--- src/rtl/abus_pkg.sv ---
// Shared types and constants for the abus DMA engine.
// Provides the DMA state enum, error codes and the strb/keep width helper.
package abus_pkg;

    typedef enum logic [2:0] {
        ST_IDLE,
        ST_RD_REQ,
        ST_RD_WAIT,
        ST_WR_REQ,
        ST_WR_WAIT,
        ST_ABORT,
        ST_FINISH
    } dma_state_t;

    localparam logic [1:0] ERR_NONE    = 2'd0;
    localparam logic [1:0] ERR_BUS     = 2'd1;
    localparam logic [1:0] ERR_TIMEOUT = 2'd2;
    localparam logic [1:0] ERR_STOP    = 2'd3;

    function automatic int sk_size(input int w);
        return $clog2(w + 1);
    endfunction

endpackage

--- src/rtl/abus_dma_watchdog.sv ---
// Per-order watchdog: reloads on clear, counts down while enabled.
// Ports: abus_clk, abus_rstb, clear, enable in; expired out.
module abus_dma_watchdog #(
    parameter int TIMEOUT = 255
) (
    input  logic abus_clk,
    input  logic abus_rstb,
    input  logic clear,
    input  logic enable,
    output logic expired
);

    localparam int CW = (TIMEOUT < 2) ? 1 : $clog2(TIMEOUT);

    logic [CW-1:0] cnt;

    // Loaded with TIMEOUT-1 so expiry is flagged in the TIMEOUT-th
    // waiting cycle, letting the follow-up abort land exactly
    // TIMEOUT cycles after the order pulse.
    always_ff @(posedge abus_clk or negedge abus_rstb) begin
        if (!abus_rstb) begin
            cnt <= '0;
        end else if (clear) begin
            cnt <= CW'(TIMEOUT - 1);
        end else if (enable && cnt != '0) begin
            cnt <= cnt - CW'(1);
        end
    end

    assign expired = enable && (cnt == '0);

endmodule

--- src/rtl/abus_dma.sv ---
// Single-channel word-copy DMA in front of abus_master.
// Ports: start/src_addr/dst_addr/length/stop control; busy, irq_done,
// irq_err, err_code, count status; write/read/abort/address/wdata/strb/
// keep order interface; rdata/new_rdata/done/err master status.
module abus_dma
    import abus_pkg::*;
#(
    parameter int ADDR_WIDTH = 16,
    parameter int DATA_WIDTH = 16,
    parameter int LEN_WIDTH  = 8,
    parameter int ADDR_STEP  = 1,
    parameter int TIMEOUT    = 255,
    localparam int SK_SIZE   = sk_size(DATA_WIDTH)
) (
    input  logic                  abus_clk,
    input  logic                  abus_rstb,
    input  logic                  start,
    input  logic [ADDR_WIDTH-1:0] src_addr,
    input  logic [ADDR_WIDTH-1:0] dst_addr,
    input  logic [LEN_WIDTH-1:0]  length,
    input  logic                  stop,
    output logic                  busy,
    output logic                  irq_done,
    output logic                  irq_err,
    output logic [1:0]            err_code,
    output logic [LEN_WIDTH-1:0]  count,
    output logic                  write,
    output logic                  read,
    output logic                  abort,
    output logic [ADDR_WIDTH-1:0] address,
    output logic [DATA_WIDTH-1:0] wdata,
    output logic [SK_SIZE-1:0]    strb,
    output logic [SK_SIZE-1:0]    keep,
    input  logic [DATA_WIDTH-1:0] rdata,
    input  logic                  new_rdata,
    input  logic                  done,
    input  logic                  err
);

    localparam logic [ADDR_WIDTH-1:0] STEP = ADDR_WIDTH'(ADDR_STEP);

    dma_state_t state, state_n;

    logic                  busy_n, irq_done_n, irq_err_n;
    logic [1:0]            err_n;
    logic [LEN_WIDTH-1:0]  count_n, count_inc;
    logic                  write_n, read_n, abort_n;
    logic [ADDR_WIDTH-1:0] addr_n;
    logic [DATA_WIDTH-1:0] wdata_n;
    logic [ADDR_WIDTH-1:0] src_ptr, src_n, dst_ptr, dst_n;
    logic [LEN_WIDTH-1:0]  len_q, len_n;
    logic [DATA_WIDTH-1:0] data_q, data_n;
    logic                  have_data, have_n;
    // A stop that coincided with done is carried into the next state.
    logic                  stop_pend, pend_n;
    logic                  wd_clear, wd_enable, wd_expired;

    assign strb = '0;
    assign keep = '1;

    assign count_inc = count + LEN_WIDTH'(1);

    assign wd_clear  = read_n | write_n | abort_n;
    assign wd_enable = (state == ST_RD_WAIT) || (state == ST_WR_WAIT) ||
                       (state == ST_ABORT);

    abus_dma_watchdog #(
        .TIMEOUT (TIMEOUT)
    ) u_watchdog (
        .abus_clk  (abus_clk),
        .abus_rstb (abus_rstb),
        .clear     (wd_clear),
        .enable    (wd_enable),
        .expired   (wd_expired)
    );

    always_comb begin
        state_n    = state;
        busy_n     = busy;
        irq_done_n = 1'b0;
        irq_err_n  = 1'b0;
        err_n      = err_code;
        count_n    = count;
        write_n    = 1'b0;
        read_n     = 1'b0;
        abort_n    = 1'b0;
        addr_n     = address;
        wdata_n    = wdata;
        src_n      = src_ptr;
        dst_n      = dst_ptr;
        len_n      = len_q;
        data_n     = data_q;
        have_n     = have_data;
        pend_n     = stop_pend;

        unique case (state)
            ST_IDLE: begin
                if (start) begin
                    src_n   = src_addr;
                    dst_n   = dst_addr;
                    len_n   = length;
                    count_n = '0;
                    err_n   = ERR_NONE;
                    busy_n  = 1'b1;
                    have_n  = 1'b0;
                    pend_n  = 1'b0;
                    state_n = (length == '0) ? ST_FINISH : ST_RD_REQ;
                end
            end
            ST_RD_REQ: begin
                if (stop || stop_pend) begin
                    err_n   = ERR_STOP;
                    pend_n  = 1'b0;
                    state_n = ST_FINISH;
                end else begin
                    read_n  = 1'b1;
                    addr_n  = src_ptr;
                    have_n  = 1'b0;
                    state_n = ST_RD_WAIT;
                end
            end
            ST_RD_WAIT: begin
                if (new_rdata) begin
                    data_n = rdata;
                    have_n = 1'b1;
                end
                if (err) begin
                    err_n   = ERR_BUS;
                    state_n = ST_FINISH;
                end else if (done) begin
                    if (have_data || new_rdata) begin
                        pend_n  = stop;
                        state_n = ST_WR_REQ;
                    end else begin
                        err_n   = ERR_BUS;
                        state_n = ST_FINISH;
                    end
                end else if (wd_expired) begin
                    err_n   = ERR_TIMEOUT;
                    abort_n = 1'b1;
                    state_n = ST_ABORT;
                end else if (stop) begin
                    err_n   = ERR_STOP;
                    abort_n = 1'b1;
                    state_n = ST_ABORT;
                end
            end
            ST_WR_REQ: begin
                if (stop || stop_pend) begin
                    err_n   = ERR_STOP;
                    pend_n  = 1'b0;
                    state_n = ST_FINISH;
                end else begin
                    write_n = 1'b1;
                    addr_n  = dst_ptr;
                    wdata_n = data_q;
                    state_n = ST_WR_WAIT;
                end
            end
            ST_WR_WAIT: begin
                if (err) begin
                    err_n   = ERR_BUS;
                    state_n = ST_FINISH;
                end else if (done) begin
                    count_n = count_inc;
                    src_n   = src_ptr + STEP;
                    dst_n   = dst_ptr + STEP;
                    if (count_inc == len_q) begin
                        pend_n  = 1'b0;
                        state_n = ST_FINISH;
                    end else begin
                        pend_n  = stop;
                        state_n = ST_RD_REQ;
                    end
                end else if (wd_expired) begin
                    err_n   = ERR_TIMEOUT;
                    abort_n = 1'b1;
                    state_n = ST_ABORT;
                end else if (stop) begin
                    err_n   = ERR_STOP;
                    abort_n = 1'b1;
                    state_n = ST_ABORT;
                end
            end
            ST_ABORT: begin
                if (err || done || wd_expired) begin
                    state_n = ST_FINISH;
                end
            end
            ST_FINISH: begin
                busy_n     = 1'b0;
                irq_done_n = (err_code == ERR_NONE);
                irq_err_n  = (err_code != ERR_NONE);
                state_n    = ST_IDLE;
            end
            default: begin
                state_n = ST_IDLE;
            end
        endcase
    end

    always_ff @(posedge abus_clk or negedge abus_rstb) begin
        if (!abus_rstb) begin
            state     <= ST_IDLE;
            busy      <= 1'b0;
            irq_done  <= 1'b0;
            irq_err   <= 1'b0;
            err_code  <= ERR_NONE;
            count     <= '0;
            write     <= 1'b0;
            read      <= 1'b0;
            abort     <= 1'b0;
            address   <= '0;
            wdata     <= '0;
            src_ptr   <= '0;
            dst_ptr   <= '0;
            len_q     <= '0;
            data_q    <= '0;
            have_data <= 1'b0;
            stop_pend <= 1'b0;
        end else begin
            state     <= state_n;
            busy      <= busy_n;
            irq_done  <= irq_done_n;
            irq_err   <= irq_err_n;
            err_code  <= err_n;
            count     <= count_n;
            write     <= write_n;
            read      <= read_n;
            abort     <= abort_n;
            address   <= addr_n;
            wdata     <= wdata_n;
            src_ptr   <= src_n;
            dst_ptr   <= dst_n;
            len_q     <= len_n;
            data_q    <= data_n;
            have_data <= have_n;
            stop_pend <= pend_n;
        end
    end

endmodule

--- config.mk ---
export PLATFORM = sky130hd
export DESIGN_NAME = abus_dma
export DESIGN_NICKNAME = d
export VERILOG_FILES = /design/src/rtl/abus_pkg.sv /design/src/rtl/abus_dma_watchdog.sv /design/src/rtl/abus_dma.sv
export SDC_FILE = /design/constraint.sdc
export NUM_CORES = 1
export LEC_CHECK = 0
export CELL_PAD_IN_SITES_DETAIL_PLACEMENT = 0
export CELL_PAD_IN_SITES_GLOBAL_PLACEMENT = 1
export CORE_ASPECT_RATIO = 1.2
export CORE_UTILIZATION = 36
export CTS_CLUSTER_SIZE = 12
export DETAILED_ROUTE_END_ITERATION = 16
export PLACE_DENSITY_LB_ADDON = 0.12
export SYNTH_ARGS = -nofsm -noshare
export SYNTH_HDL_FRONTEND = slang
export SYNTH_SLANG_ARGS = --single-unit
--- constraint.sdc ---
create_clock -name abus_clk -period 2.4 [get_ports abus_clk]
set_clock_uncertainty 0.05 [all_clocks]
set_input_delay 0.24 -clock abus_clk [delete_from_list [all_inputs] [get_ports abus_clk]]
set_output_delay 0.24 -clock abus_clk [all_outputs]
set_load 0.03 [all_outputs]
==> flow_metrics.env <==
export IMPL_via_per_inst=5.27
export IMPL_synth_edff_count=0
export IMPL_final_fill_count=1559
export IMPL_rsz0062_at_grt="false"
export IMPL_yosysSeqAreaShare_pct=47.5
export IMPL_critical_path_class="reg -> reg"
export IMPL_grt_max_degree=58
export IMPL_layout_common_cells="dfrtp_1, nand2_1, clkdlybuf4s50_1"
export IMPL_wl_per_cell_um=16.7
export IMPL_synth_flop_cell="dfrtp_1"
export IMPL_hpwl_um=12400
export IMPL_wl_met2_um=8850
export IMPL_p_clk_share_pct=23.7
export IMPL_num_antenna_cells=0
export IMPL_vias=5323
export IMPL_grt_pass1_vias=5416
export IMPL_reg2reg_depth=6
export IMPL_worstSetupEndpoint="state[1]"
export IMPL_p_sw_uw=4310
export IMPL_overflow=0
export IMPL_cts_sinks=117
export IMPL_fmax_ghz=0.423
export IMPL_htree_levels=4
export IMPL_layout_min_cycle_time_ns=2.36
export IMPL_worstPathArrival_ns=2.65
export IMPL_dieArea_sq_mm=0.0176
export IMPL_dr_first_iter_drc_count=250
export IMPL_drv_cap=0
export IMPL_regArea_sq_mm=0.00293
export IMPL_p_int_uw=6510
export IMPL_required_ns=2.68
export IMPL_numPortBuffers=110
export IMPL_synth_area_sq_mm=0.00616
export IMPL_post_route_drc_count=0
export IMPL_nNetsFinal=849
export IMPL_p_sw_share_pct=39.8
export IMPL_comb_power_share_pct=43.1
export IMPL_pwr_share_seq_pct=33.3
export IMPL_fin_util_pct=49.6
export IMPL_timing_rr_start="count[0]"
export IMPL_grt_pass1_wl_um=27700
export IMPL_firstDrtPassIters=4
export IMPL_multi_input_area_sq_mm=0.00301
export IMPL_route_final_wire_length_um=16900
export IMPL_syn_inst=654
export IMPL_crit_path_end_kind="flip-flop"
export IMPL_root_buffer="clkbuf_16"
export IMPL_cts_tree="built"
export IMPL_top_layer="met4"
export IMPL_area_growth_pct=35.2
export IMPL_finalHoldViolCount=0
export IMPL_status="finished, final reports clean"
export IMPL_core_area_sq_mm=0.0168
export IMPL_crit_start="count[0]"
export IMPL_gp_congestion=0.832
export IMPL_min_delay_path_class="in -> async"
export IMPL_met1_length_um=7160
export IMPL_io_pins=121
export IMPL_r2r_slack_ns=0.04
export IMPL_clk_pin_slew_ns=0.06
export IMPL_avgSynthCellArea_sq_um=9.42
export IMPL_leakagePower_uw=0.00356
export IMPL_start_util_pct=36.7
export IMPL_peakVddDrop_mv=0.438
export IMPL_finalSetupTns_ns=0
export IMPL_r2r_end="state[1]"
export IMPL_crit_fanout=3
export IMPL_synth_distinct_cells=67
export IMPL_final_setup_viol_count=0
export IMPL_power_density_mw_per_mm2=1300
export IMPL_route_met3_wl_um=553
export IMPL_worstSetupStartpointType="flip-flop"
export IMPL_synthArstFlopShare_pct=100
export IMPL_ys_seq_elements=117
export IMPL_finalMaxSlewViolations=0
export IMPL_placementRows=52
export IMPL_grt_antenna_before_repair=0
export IMPL_final_layout_size_suffix_gt1_share_pct=15.6
export IMPL_finalCritPeriodShare_pct=98.4
export IMPL_slew_headroom_pct=47.9
export IMPL_worstMarginPinSlew_ns=0.782
export IMPL_cts_buffers_inserted=17
export IMPL_die_h_um=145
export IMPL_grt_usage_pct=20.2
export IMPL_die_w_um=121
export IMPL_clk_path_buf_depth=2
export IMPL_clk_latency_ns=0.41
export IMPL_final_common_cell="dfrtp_1"
export IMPL_ant_nets=0
export IMPL_synth_warnings=0
## cell families after synthesis
kind of cell    count (synthesis)  share of synthesized area [%]
simple gates                  234                           18.5
compound gates                165                           16.3
flops                         117                           47.5
buf+inv                        60                           4.43
mux                            55                           9.59
xor+xnor                       16                           2.50
fa+ha+maj                       5                           1.02
other cells                     2                          0.122
## state kept, by name (all words and copies together) (netlist names)
| signal | count |
|---|---|
| read | 1 |
| len_q | 8 |
| wdata | 16 |
| busy | 1 |
| address | 16 |
| write | 1 |
| irq_err | 1 |
| data_q | 16 |
| u_watchdog.cnt | 8 |
| irq_done | 1 |
| have_data | 1 |
| state | 3 |
| src_ptr | 16 |
| abort | 1 |
| dst_ptr | 16 |
| err_code | 2 |
| count | 8 |
| stop_pend | 1 |
## per-stage QoR
stage / setup WS (ns) / power [uW] / instances / instance area (sq um) / hold WS, ns
floorplan: 0.0218 / 6470 / 662 / 6210 / -0.106
global placement: 0.0778 / 8200 / 977 / 7720 / 0.184
detailed placement: 0.0563 / 8320 / 977 / 7720 / 0.192
CTS: 0.0408 / 10900 / 1010 / 8320 / 0.291
global route: 0.00768 / 11500 / 1010 / 8330 / 0.335
finish: 0.0381 / 10800 / 1010 / 8330 / 0.272
## how the worst min path moves through the flow
stage | end | slack (ns) | depth (start not counted)
3_5_place_dp | wdata[13] | 0.19 | 1
5_1_grt | write | 0.34 | 2
2_1_floorplan | abort | -0.11 | 0
6_report | wdata[13] | 0.27 | 2
4_1_cts | wdata[13] | 0.29 | 2
3_3_place_gp | wdata[13] | 0.18 | 1
## cell usage after synthesis, types with 3 or more instances
cell | n | area share, %
or4_1 | 4 | 0.49
o22a_1 | 4 | 0.57
nor3b_1 | 3 | 0.37
and3_1 | 7 | 0.71
mux2i_1 | 23 | 3.7
nor2_1 | 24 | 1.5
xnor2_1 | 9 | 1.3
or3b_2 | 5 | 0.71
inv_1 | 12 | 0.73
nand3_1 | 24 | 1.9
o31ai_1 | 6 | 0.73
o21ai_0 | 57 | 4.6
a32oi_1 | 5 | 0.71
and2_1 | 4 | 0.41
clkbuf_1 | 28 | 1.7
a22oi_1 | 3 | 0.37
mux2_2 | 32 | 5.8
buf_2 | 8 | 0.65
ha_1 | 5 | 1.0
nor4_1 | 7 | 0.71
a31oi_1 | 7 | 0.71
nand4_1 | 11 | 1.1
o22ai_1 | 10 | 1.0
a21oi_1 | 44 | 3.6
xor2_1 | 6 | 0.85
nand2_1 | 109 | 6.6
nor2b_1 | 4 | 0.41
dfrtp_1 | 117 | 48
nand2b_1 | 6 | 0.61
a21o_1 | 4 | 0.49
buf_4 | 10 | 1.2
nor3_1 | 13 | 1.1
## layer usage
layer,track usage (%),up-vias
li1,-,2598
met1,24.0,2593
met2,35.6,112
met3,3.85,20
met4,8.02,0
met5,0,-
## what timing repair did
action	in CTS	in global routing
gates resized for setup	0	1
hold endpoints to repair	33	0
endpoints found under the setup margin	0	2
hold buffers	1	0
buffers inserted	0	0
## worst max-delay path, stage by stage (launching register included)
cell and delay (ns):
dfrtp_2 0.43, ha_4 0.25, xor2_1 0.14, a311o_1 0.26, or4b_4 0.51, or4_1 0.51, a21oi_1 0.14
## power groups by stage
stage | clock [uW] | sequential, uW | combinational, uW
2_1_floorplan | 0 | 3960 | 2510
3_3_place_gp | 0 | 3590 | 4610
3_5_place_dp | 0 | 3630 | 4690
4_1_cts | 2610 | 3600 | 4700
5_1_grt | 2700 | 3730 | 5100
6_report | 2560 | 3600 | 4660
## area by class of cell
class / instances / share of cell area (%)
tap: 216 / 3.25
inverter: 12 / 0.541
timing repair buffer: 148 / 17.7
sequential: 117 / 35.2
multi-input combinational: 485 / 36.2
clock buffer: 17 / 5.11
clock inverter: 15 / 2.01
No activity file was read; power rests on OpenSTA's default activity.
